$ cat src/rtl/booth_pkg.sv
// ============================================================================
// Module      : booth_pkg
// Description : Shared FSM state encoding and radix-4 Booth digit select bits.
// Revision    : 1.0 - initial release
// ============================================================================
`default_nettype none

package booth_pkg;

    typedef enum logic [1:0] {
        ST_IDLE = 2'd0,
        ST_CALC = 2'd1,
        ST_DONE = 2'd2
    } state_t;

    // Bit positions inside the 3-bit Booth digit {neg, one, two}
    localparam int unsigned c_dig_two = 0;
    localparam int unsigned c_dig_one = 1;
    localparam int unsigned c_dig_neg = 2;
    localparam int unsigned c_dig_w   = 3;

endpackage

`default_nettype wire

$ cat src/rtl/booth_r4_enc.sv
// ============================================================================
// Module      : booth_r4_enc
// Description : Combinational radix-4 Booth recoder, triplet -> {neg, one, two}.
// Revision    : 1.0 - initial release
// ============================================================================
`default_nettype none

module booth_r4_enc
    import booth_pkg::*;
(
    input  logic [2:0]         triplet,
    output logic [c_dig_w-1:0] digit
);

    // 000 and 111 both recode to zero; neg is never set for a zero digit
    always_comb begin
        digit = '0;
        case (triplet)
            3'b001, 3'b010: begin
                digit[c_dig_one] = 1'b1;
            end
            3'b011: begin
                digit[c_dig_two] = 1'b1;
            end
            3'b100: begin
                digit[c_dig_neg] = 1'b1;
                digit[c_dig_two] = 1'b1;
            end
            3'b101, 3'b110: begin
                digit[c_dig_neg] = 1'b1;
                digit[c_dig_one] = 1'b1;
            end
            default: begin
                digit = '0;
            end
        endcase
    end

endmodule

`default_nettype wire

$ cat src/rtl/booth_r4_seq_mult.sv
// ============================================================================
// Module      : booth_r4_seq_mult
// Description : Iterative radix-4 Booth multiplier, one digit per clock,
//               signed/unsigned per operation, valid/ready on both sides.
// Revision    : 1.0 - initial release
// ============================================================================
`default_nettype none

module booth_r4_seq_mult
    import booth_pkg::*;
#(
    parameter int WIDTH = 8
) (
    input  logic                 clk,
    input  logic                 rst_n,
    input  logic                 in_valid,
    output logic                 in_ready,
    input  logic                 signed_mode,
    input  logic [WIDTH-1:0]     multiplier,
    input  logic [WIDTH-1:0]     multiplicand,
    output logic                 out_valid,
    input  logic                 out_ready,
    output logic [2*WIDTH-1:0]   product
);

    localparam int ITER  = WIDTH / 2 + 1;
    localparam int EXT_W = WIDTH + 2;
    localparam int ACC_W = 2 * WIDTH + 4;
    localparam int CNT_W = $clog2(ITER);

    localparam logic [CNT_W-1:0] c_cnt_last = CNT_W'(ITER - 1);
    localparam logic [CNT_W-1:0] c_cnt_one  = CNT_W'(1);

    state_t               r_state;
    state_t               w_state_next;
    logic [CNT_W-1:0]     r_cnt;
    logic [EXT_W:0]       r_mult;
    logic [ACC_W-1:0]     r_mcand;
    logic [ACC_W-1:0]     r_acc;
    logic [2*WIDTH-1:0]   r_product;

    logic                 w_accept;
    logic                 w_sa;
    logic                 w_sb;
    logic [EXT_W-1:0]     w_a_ext;
    logic [ACC_W-1:0]     w_b_ext;
    logic [c_dig_w-1:0]   w_digit;
    logic [ACC_W-1:0]     w_pp;
    logic [ACC_W-1:0]     w_acc_next;

    assign in_ready  = (r_state == ST_IDLE);
    assign out_valid = (r_state == ST_DONE);
    assign product   = r_product;
    assign w_accept  = in_valid && (r_state == ST_IDLE);

    // Zero-extension by two bits keeps an unsigned operand positive under Booth recoding
    assign w_sa    = signed_mode & multiplier[WIDTH-1];
    assign w_sb    = signed_mode & multiplicand[WIDTH-1];
    assign w_a_ext = {{2{w_sa}}, multiplier};
    assign w_b_ext = {{(ACC_W - WIDTH){w_sb}}, multiplicand};

    booth_r4_enc u_enc (
        .triplet (r_mult[2:0]),
        .digit   (w_digit)
    );

    // r_mcand is pre-shifted by 4^i, so the partial product is already aligned
    always_comb begin
        w_pp = '0;
        if (w_digit[c_dig_two]) begin
            w_pp = r_mcand << 1;
        end else if (w_digit[c_dig_one]) begin
            w_pp = r_mcand;
        end
        w_acc_next = w_digit[c_dig_neg] ? (r_acc - w_pp) : (r_acc + w_pp);
    end

    always_comb begin
        w_state_next = r_state;
        case (r_state)
            ST_IDLE: begin
                if (in_valid) begin
                    w_state_next = ST_CALC;
                end
            end
            ST_CALC: begin
                if (r_cnt == c_cnt_last) begin
                    w_state_next = ST_DONE;
                end
            end
            ST_DONE: begin
                if (out_ready) begin
                    w_state_next = ST_IDLE;
                end
            end
            default: begin
                w_state_next = ST_IDLE;
            end
        endcase
    end

    always_ff @(posedge clk or negedge rst_n) begin
        if (!rst_n) begin
            r_state   <= ST_IDLE;
            r_cnt     <= '0;
            r_mult    <= '0;
            r_mcand   <= '0;
            r_acc     <= '0;
            r_product <= '0;
        end else begin
            r_state <= w_state_next;
            if (w_accept) begin
                r_mult  <= {w_a_ext, 1'b0};
                r_mcand <= w_b_ext;
                r_acc   <= '0;
                r_cnt   <= '0;
            end else if (r_state == ST_CALC) begin
                r_mult  <= {2'b00, r_mult[EXT_W:2]};
                r_mcand <= r_mcand << 2;
                r_acc   <= w_acc_next;
                r_cnt   <= r_cnt + c_cnt_one;
                // Product is latched separately so it survives the next accept
                if (r_cnt == c_cnt_last) begin
                    r_product <= w_acc_next[2*WIDTH-1:0];
                end
            end
        end
    end

endmodule

`default_nettype wire

$ cat config.mk
export PLATFORM = sky130hd
export DESIGN_NAME = booth_r4_seq_mult
export DESIGN_NICKNAME = d
export VERILOG_FILES = /design/src/rtl/booth_pkg.sv /design/src/rtl/booth_r4_enc.sv /design/src/rtl/booth_r4_seq_mult.sv
export SDC_FILE = /design/constraint.sdc
export NUM_CORES = 1
export LEC_CHECK = 0
export CAP_MARGIN = 10
export CORE_MARGIN = 10
export CORE_UTILIZATION = 57
export DETAILED_ROUTE_END_ITERATION = 6
export HOLD_SLACK_MARGIN = 0.12
export PLACE_DENSITY_LB_ADDON = 0.05
export RECOVER_POWER = 100
export SLEW_MARGIN = 20
export SYNTH_ARGS = -nofsm -noshare
export SYNTH_HDL_FRONTEND = slang
export SYNTH_HIERARCHICAL = 1
export SYNTH_SLANG_ARGS = --single-unit
$ cat constraint.sdc
create_clock -name clk -period 4.9 [get_ports clk]
set_input_delay 0.98 -clock clk [delete_from_list [all_inputs] [get_ports clk]]
set_output_delay 0.98 -clock clk [all_outputs]
set_load 0.005 [all_outputs]
After elaboration in Yosys (flattened, before gate mapping) --
Index checks and enable logic that the tools add are counted.
Word-level totals: bits in registers 72, bits in latches 0, memory bits (writable) 0, ROM bits 0, input port bits 21, output and inout bits 18, word-level logic and storage cells 50, memories kept 0
Cells by class: add/subtract/negate cells 3, multipliers 0, div/mod/pow operators 0, $lt $le $gt $ge 0, equal/unequal tests 12, shifts and indexed selects 0, mux-type cells 18, bitwise operators 3, reductions and logical operators 8
Operator list (count):
- $mux W20 | 7
- $mux W11 | 2
- $add A20 B20 Y20 | 1
- $sub A20 B20 Y20 | 1
- $eq A3 B3 Y1 const B | 4
- $eq A3 B2 Y1 const B | 2
- $mux W2 | 3
- $mux W3 | 2
- $pmux W2 S3 | 1
- $reduce_and A3 Y1 | 2
- $ne A2 B2 Y1 const B | 2
- $reduce_or A4 Y1 | 1
- $add A3 B1 Y3 const B | 1
- $eq A3 B1 Y1 const B | 1
- $mux W1 | 3
- $reduce_or A3 Y1 | 1
- $and A1 B1 Y1 | 2
- $eq A2 B1 Y1 const B | 1
- $eq A2 B2 Y1 const B | 1
- $logic_not A2 Y1 | 1
- $ne A2 B1 Y1 const B | 1
- $reduce_bool A2 Y1 | 1
- $reduce_or A2 Y1 | 1
- $logic_and A1 B1 Y1 | 1
- $not A1 Y1 | 1

Longest topological paths before layout --
Gate-level depths: netlist (run 1).
depth after elaboration 9, gate-level depth with buffers 19, depth with buffers taken out 17

Modules after synthesis --
The synthesis (run 1) kept the hierarchy.
Modules (own cells, without submodules):
- booth_r4_seq_mult | times used 1, cells an instance 430, area each 3791.1 um^2, sequential area each 1576.5 um^2
- booth_r4_enc | times used 1, cells an instance 5, area each 31.3 um^2, sequential area each 0.0 um^2

Worst setup path after synthesis (run 1) --
OpenSTA, ideal clock, no wires.
kind register -> register, start point reg r_mult[0], end point reg r_product[12] (netlist: product[12]), library setup time 0.125 ns, arrival 3.641 ns, required time 4.775 ns, slack 1.134 ns, cell stages (with the launch flop) 17, buffers on the path 3, clock period less this slack 3.766 ns, cell sequence dfrtp_1 nand2b_1 o22ai_1 buf_2 buf_4 clkbuf_1 a22oi_1 ha_1 o21ai_0 fa_1 a21o_1 a21oi_1 o21ai_1 a311o_1 a31oi_1 xor2_1 o21ai_1
On the way: elaborated cells between the ends (all ways) 17, those cells by class 2 x add/sub; 6 x eq/ne; 6 x mux; 3 x reduce/logical
RTL lines:
- start, declared | line booth_r4_seq_mult.sv:37 | logic [EXT_W:0] r_mult;
- start signal, assigned | line booth_r4_seq_mult.sv:113 | r_mult <= {w_a_ext, 1'b0};
- start signal, assigned | line booth_r4_seq_mult.sv:118 | r_mult <= {2'b00, r_mult[EXT_W:2]};
- $eq A3 B2 Y1 / $eq A3 B3 Y1 (equally long branches) | line booth_r4_enc.sv:18 | case (triplet)
- $reduce_or A2 Y1 (no source line) *
- $mux W1 * | line booth_r4_enc.sv:18
- net w_digit[0] | line booth_r4_seq_mult.sv:47 | logic [c_dig_w-1:0] w_digit;
- $mux W20 * | line booth_r4_seq_mult.sv:70 | if (w_digit[c_dig_two]) begin
- $add A20 B20 Y20 / $sub A20 B20 Y20 (equally long branches) | line booth_r4_seq_mult.sv:75 | w_acc_next = w_digit[c_dig_neg] ? (r_acc - w_pp) : (r_acc + w_pp);
- $mux W20 * | line booth_r4_seq_mult.sv:75
- end signal, assigned | line booth_r4_seq_mult.sv:124 | r_product <= w_acc_next[2*WIDTH-1:0];
- end, declared | line booth_r4_seq_mult.sv:40 | logic [2*WIDTH-1:0] r_product;
Mark *: on every way through the listed nets, which the timed path passes. The rest lies on a longest branch. A chain may end at the register's enable or synchronous reset.

Worst setup path after layout (run 1) --
start point reg r_mult[0], end point reg r_product[13] (netlist: product[13])
Same word-level chain as after synthesis.

==> results of run 1 <==
[kinds of logic after synthesis]
group           synth area share
mux                     0.008510
compound gates            0.2403
simple gates              0.1630
xor+xnor                 0.07038
buf+inv                  0.04124
fa+ha+maj                0.06416
flops                     0.4124
[area by class of cell]
cell class	count	share of cell area
Tap cell	77	0.02164
Clock inverter	7	0.02192
Sequential cell	63	0.3540
Multi-Input combinational cell	334	0.4687
Clock buffer	9	0.02782
Timing Repair Buffer	45	0.09413
Inverter	14	0.01180
[path summary, 6_finish.rpt]
kind | from | to | cells after the start
min reg2reg | product[7]$_DFFE_PN0P_ | product[7]$_DFFE_PN0P_ | 2
min | product[7]$_DFFE_PN0P_ | product[7]$_DFFE_PN0P_ | 2
max | r_mult[0]$_DFFE_PN0P_ | product[13]$_DFFE_PN0P_ | 14
max in group asynchronous | rst_n | r_mcand[6]$_DFFE_PN0P_ | 2
min in group asynchronous | rst_n | product[7]$_DFFE_PN0P_ | 1
max reg2reg | r_mult[0]$_DFFE_PN0P_ | product[13]$_DFFE_PN0P_ | 14
[flip-flops by register name, indices dropped and copies added (netlist names)]
| register | count |
|---|---|
| product | 16 |
| r_mcand | 16 |
| r_mult | 10 |
| r_state | 2 |
| r_acc | 16 |
| r_cnt | 3 |
[synthesized netlist by cell type (2+ instances only)]
cell type / instances
a21oi_1: 15
a31oi_1: 21
dfrtp_1: 63
o21ai_0: 47
a21o_1: 4
clkbuf_1: 17
xor2_1: 17
o31ai_1: 3
nand3_1: 16
o21ai_1: 10
mux2_2: 2
buf_2: 3
xnor2_1: 10
nand2_1: 87
nand2b_1: 6
ha_1: 18
inv_1: 14
a22oi_1: 22
buf_1: 2
and2_1: 7
nand4_1: 2
o21a_1: 2
nor2_1: 15
nor2b_1: 5
[per-layer routing]
layer  up-vias  GRT usage  wire (µm)
li1       1609          -          -
met1      1475     0.2249       4060
met2        63     0.2843       3875
met3        12    0.03441        320
met4         0    0.08243        166
met5         -          0          0
[per-stage QoR]
stage | hold slack (ns) | setup WS, ns | utilization | area, µm²
6_report | 0.4738 | 0.7577 | 0.6934 | 4453
5_1_grt | 0.5058 | 0.2715 | 0.6934 | 4453
3_5_place_dp | 0.4662 | 0.8843 | 0.6618 | 4250
2_1_floorplan | 0.4430 | 1.134 | - | 3822
3_3_place_gp | 0.4599 | 1.046 | 0.6618 | 4250
4_1_cts | 0.4858 | 0.8582 | 0.6963 | 4472
[worst min-delay path, stage by stage, from the launching register on]
cell and delay (ns):
dfrtp_1 0.34, nand2_1 0.04, o21ai_0 0.06
==> out/results.tsv, run 1 <==
stage	metric	value	unit
worst_hold_path	hp-class	flip-flop to flip-flop	
global_route	grt_max_degree	49	
final_layout	final_common_cell	nand2_1	
global_route	antenna_found_initial	0	
global_route	grt_overflow_total	0	
setup_path	ff2ff_setup_slack	0.76	ns
setup_path	critPathTopFamily	compound AO/OA/AOI/OAI gates	
detailed_routing	routed_wl	8.421	mm
clocking	cts_tree	yes	
timing	worst_slew_pin_slew	1.821	ns
detailed_routing	first_iter_violations	179	
final_layout	syn_to_final_growth	16.50	%
detailed_routing	drc	0	
run_status	violations	max-capacitance violations, max-slew violations	
final_layout	layout_common_cells	nand2_1 (87), dfrtp_1 (63), o21ai_0 (55)	
detailed_routing	vias_per_cell	5.754	
floorplan	coreArea	6422	µm²
floorplan	num_rows	29	
clocking	cts_resized	0	
placement	hpwl	6.016	mm
clocking	htreeDepth	3	
detailed_routing	avgRoutedWirePerCell	15.34	µm
final_layout	fin_nets	507	
synth	synth_top_area_cell	dfrtp_1	
timing	setup_viol	0	
final_layout	area.sequential	1577	µm²
synth	synthTopCellsByArea	dfrtp_1 (41%), nand2_1 (8.5%), o21ai_0 (6.2%)	
timing	fin_setup_tns	0	ns
detailed_routing	drt.antenna.violating_nets	0	
placement	dp_cells	533	
setup_path	worstPathRequired	5.16	ns
synth	syn_area_per_cell	8.787	µm²
setup_path	cp_slowest_cell	a2111oi_2	
synth	netlist_area	3822	µm²
timing	finalCritPeriodShare	0.8454	
timing	hold_viol	0	
setup_path	critPathBufInv	0	
setup_path	worstPathCellList	nand2b_1 > o22ai_2 > nor2b_1 > a22oi_1 > ha_1 > o21ai_0 > ha_1 > nor2b_1 > o31ai_1 > a31oi_1 > a2111oi_2 > o21ai_0 > a21o_1 > a31oi_1	
placement	gp_congestion	0.8364	
placement	io_buffers	38	
setup_path	setup.worst_path.start_class	flip-flop	
clocking	clock_path_buffers	2	
clocking	clkLatencyLatePin	0.34	ns
clocking	path_clk_slew	0.08	ns
clocking	post_cts_buffers	0	
run_status	status	finished with violations	
setup_path	critical_path_class	flip-flop to flip-flop	
global_route	grt_pass1_wl	14.75	mm
clocking	holdBufCountCts	0	
final_layout	final_cells	549	
clocking	clock_sink_count	63	
global_route	grt_pass1_vias	3070	
setup_path	cp_data_arrival_time	4.41	ns
setup_path	critPathMaxFanout	14	
synth	ys_ff_latch	63	
floorplan	fp.dieW	101.9	µm
timing	slew-limit-headroom	-0.2140	
timing	period_minus_slack	4.142	ns
synth	yosysUniqueCellTypes	51	
detailed_routing	vias	3159	
timing	rsz0062_at_grt	false	
timing	maxSlewViolCount	66	
final_layout	diodes	0	
synth	synth_flop_cell	dfrtp_1	
setup_path	worstSetupEndpointType	flip-flop	
final_layout	num-fill-cells	533	
clocking	root_buffer	clkbuf_8	
global_route	track_usage	0.1765	
floorplan	top_level_ports	39	
synth	synthCells	435	
final_layout	drive_gt1_frac	0.07203	
detailed_routing	first_pass_iters	5	
floorplan	die_h	101.9	µm
setup_path	cpPeakStageDelay	0.44	ns
synth	synth_edf_count	0	
job	max_cap_viol_count	2	
synth	syn_nets	475	
timing	fmax	0.2414	GHz
floorplan	start_util	0.5952	
synth	postSynth.asyncResetShare	1.000	
timing	finClkSkew	0.01288	ns
synth	ys_warn_count	6	
synth	netlist.area_leader.share	0.4124	
synth	yosysSeqAreaShare	0.4124	
floorplan	die_area	10380	µm²
clocking	cts_buffers	9	
final_layout	multiInputGateArea	2087	µm²
Power of run 1 is not shown: default switching activity piles up to over one toggle a cycle in this logic, so the estimate is an artifact.
==> run 2, diff against run 1 <==
- CORE_UTILIZATION: 57 -> 52
- clock period: 4.9 -> 3.68 ns (I/O delays scaled with it)
==> run 2 against run 1 <==
The flow still finishes with violations (max-capacitance violations, max-slew violations). Register-to-register slack worse by 0.61 ns. Maximum frequency up 17%. Clock skew is 0.0038 ns lower. Count of clock-buffer cells in the layout rose by 3. Highest routed layer unchanged.
==> out/results.tsv, run 2 (synthesis gave the netlist of run 1 again) <==
stage	metric	value	unit
detailed_routing	first_iter_violations	93	
worst_hold_path	hold_path_end	product[10]$_DFFE_PN0P_	
setup_path	setup.worst_path.start_class	flip-flop	
final_layout	fin_nets	519	
final_layout	num-fill-cells	658	
clocking	holdBufCountCts	0	
detailed_routing	vias	3250	
global_route	grt_max_degree	41	
clocking	cts_tree	yes	
timing	fmax	0.2827	GHz
final_layout	drive_gt1_frac	0.1095	
final_layout	layout_common_cells	nand2_1 (87), dfrtp_1 (62), o21ai_0 (46)	
final_layout	final_cells	583	
clocking	path_clk_slew	0.07	ns
setup_path	worstPathRequired	3.90	ns
timing	finalWorstSetupSlack	0.1433	ns
detailed_routing	vias_per_cell	5.575	
global_route	grt_pass1_vias	3112	
timing	slew-limit-headroom	-0.4146	
placement	place_area	4333	µm²
floorplan	die_area	11180	µm²
worst_hold_path	worstHoldStart	product[10]$_DFFE_PN0P_	
run_status	status	finished with violations	
placement	place_ws	0.1699	ns
global_route	grt_overflow_total	0	
setup_path	critPathMaxFanout	14	
run_status	violations	max-capacitance violations, max-slew violations	
clocking	htreeDepth	3	
setup_path	rr_worst_depth	16	
final_layout	syn_to_final_growth	20.65	%
final_layout	stdcell_area	4612	µm²
placement	io_buffers	38	
setup_path	critical_path_class	flip-flop to flip-flop	
floorplan	num_rows	31	
timing	maxSlewViolCount	41	
timing	hold_viol	0	
floorplan	fp.dieW	105.7	µm
placement	hpwl	6.285	mm
floorplan	start_util	0.5298	
placement	gp_congestion	0.9270	
timing	finClkSkew	0.009064	ns
setup_path	ff2ff_setup_slack	0.14	ns
timing	setup_viol	0	
clocking	clkLatencyLatePin	0.34	ns
global_route	grt_pass1_wl	14.78	mm
detailed_routing	drc	0	
worst_hold_path	whs_path_depth	2	
job	max_cap_viol_count	1	
global_route	track_usage	0.1580	
setup_path	cp_data_arrival_time	3.76	ns
floorplan	die_h	105.7	µm
timing	period_minus_slack	3.537	ns
worst_hold_path	hp-class	flip-flop to flip-flop	
setup_path	worstSetupEndpointType	flip-flop	
setup_path	timing.rr.end	product[12]$_DFFE_PN0P_	
final_layout	final_common_cell	nand2_1	
global_route	antenna_found_initial	0	
detailed_routing	avgRoutedWirePerCell	15.04	µm
timing	whs	0.4709	ns
detailed_routing	drt.antenna.violating_nets	0	
detailed_routing	first_pass_iters	4	
setup_path	r2r-start	r_mult[0]$_DFFE_PN0P_	
final_layout	diodes	0	
floorplan	coreArea	7214	µm²
timing	finalCritPeriodShare	0.9611	
clocking	clock_path_buffers	2	
detailed_routing	routed_wl	8.770	mm
floorplan	top_level_ports	39	
placement	dp_cells	561	
clocking	clock_sink_count	63	
clocking	root_buffer	clkbuf_8	
timing	worst_slew_pin_slew	2.122	ns
clocking	cts_buffers	9	
[run 2: worst max path at each step]
stage | slack (ns) | from | endpoint | cells past startpoint
floorplan | 0.007 | r_mult[0]$_DFFE_PN0P_ | product[12]$_DFFE_PN0P_ | 16
global route | -0.04 | r_mult[0]$_DFFE_PN0P_ | r_acc[12]$_DFFE_PN0P_ | 16
detailed placement | 0.17 | r_mult[0]$_DFFE_PN0P_ | product[13]$_DFFE_PN0P_ | 15
CTS | 0.13 | r_mult[0]$_DFFE_PN0P_ | product[13]$_DFFE_PN0P_ | 15
finish | 0.14 | r_mult[0]$_DFFE_PN0P_ | product[12]$_DFFE_PN0P_ | 16
global placement | 0.21 | r_mult[0]$_DFFE_PN0P_ | product[13]$_DFFE_PN0P_ | 15
[run 2: layer usage]
metal,vias up,wire [µm],global-route usage
met5,-,0,0
met4,0,114,0.05803
met3,13,349,0.03350
met2,62,3948,0.2434
met1,1556,4357,0.2134
li1,1619,-,-
[run 2: what timing repair did]
item,CTS,global route
hold endpoints to repair,0,0
resized for setup,0,15
setup buffers,0,6
setup endpoints to repair,0,10
[run 2: final cells by class]
cell class,instances,area [µm²],area share
Multi-Input combinational cell,334,2165,0.4693
Clock inverter,4,45.04,0.009767
Sequential cell,63,1578,0.3421
Inverter,14,52.55,0.01139
Clock buffer,12,145.1,0.03147
Timing Repair Buffer,57,503.0,0.1091
Tap cell,99,123.9,0.02686
[run 2: metrics by stage]
stage               utilization  TNS [ns]
global route             0.6393  -0.07621
detailed placement       0.6006         0
finish                   0.6393         0
global placement         0.6002         0
floorplan                     -         0
CTS                      0.6270         0
[run 2: worst max-delay path: stages, from the launching register on]
cell      delay (ns)
dfrtp_1         0.37
clkbuf_1        0.15
xor2_2          0.16
nor2b_2         0.22
buf_4           0.22
a22oi_2         0.10
buf_4           0.16
a31oi_1         0.19
xor2_1          0.22
ha_1            0.30
o21a_1          0.12
o21ai_1         0.16
nand2b_1        0.12
a311o_1         0.38
a31oi_2         0.21
xor2_1          0.23
o21ai_1         0.10
Power of run 2 is left out for the same reason.
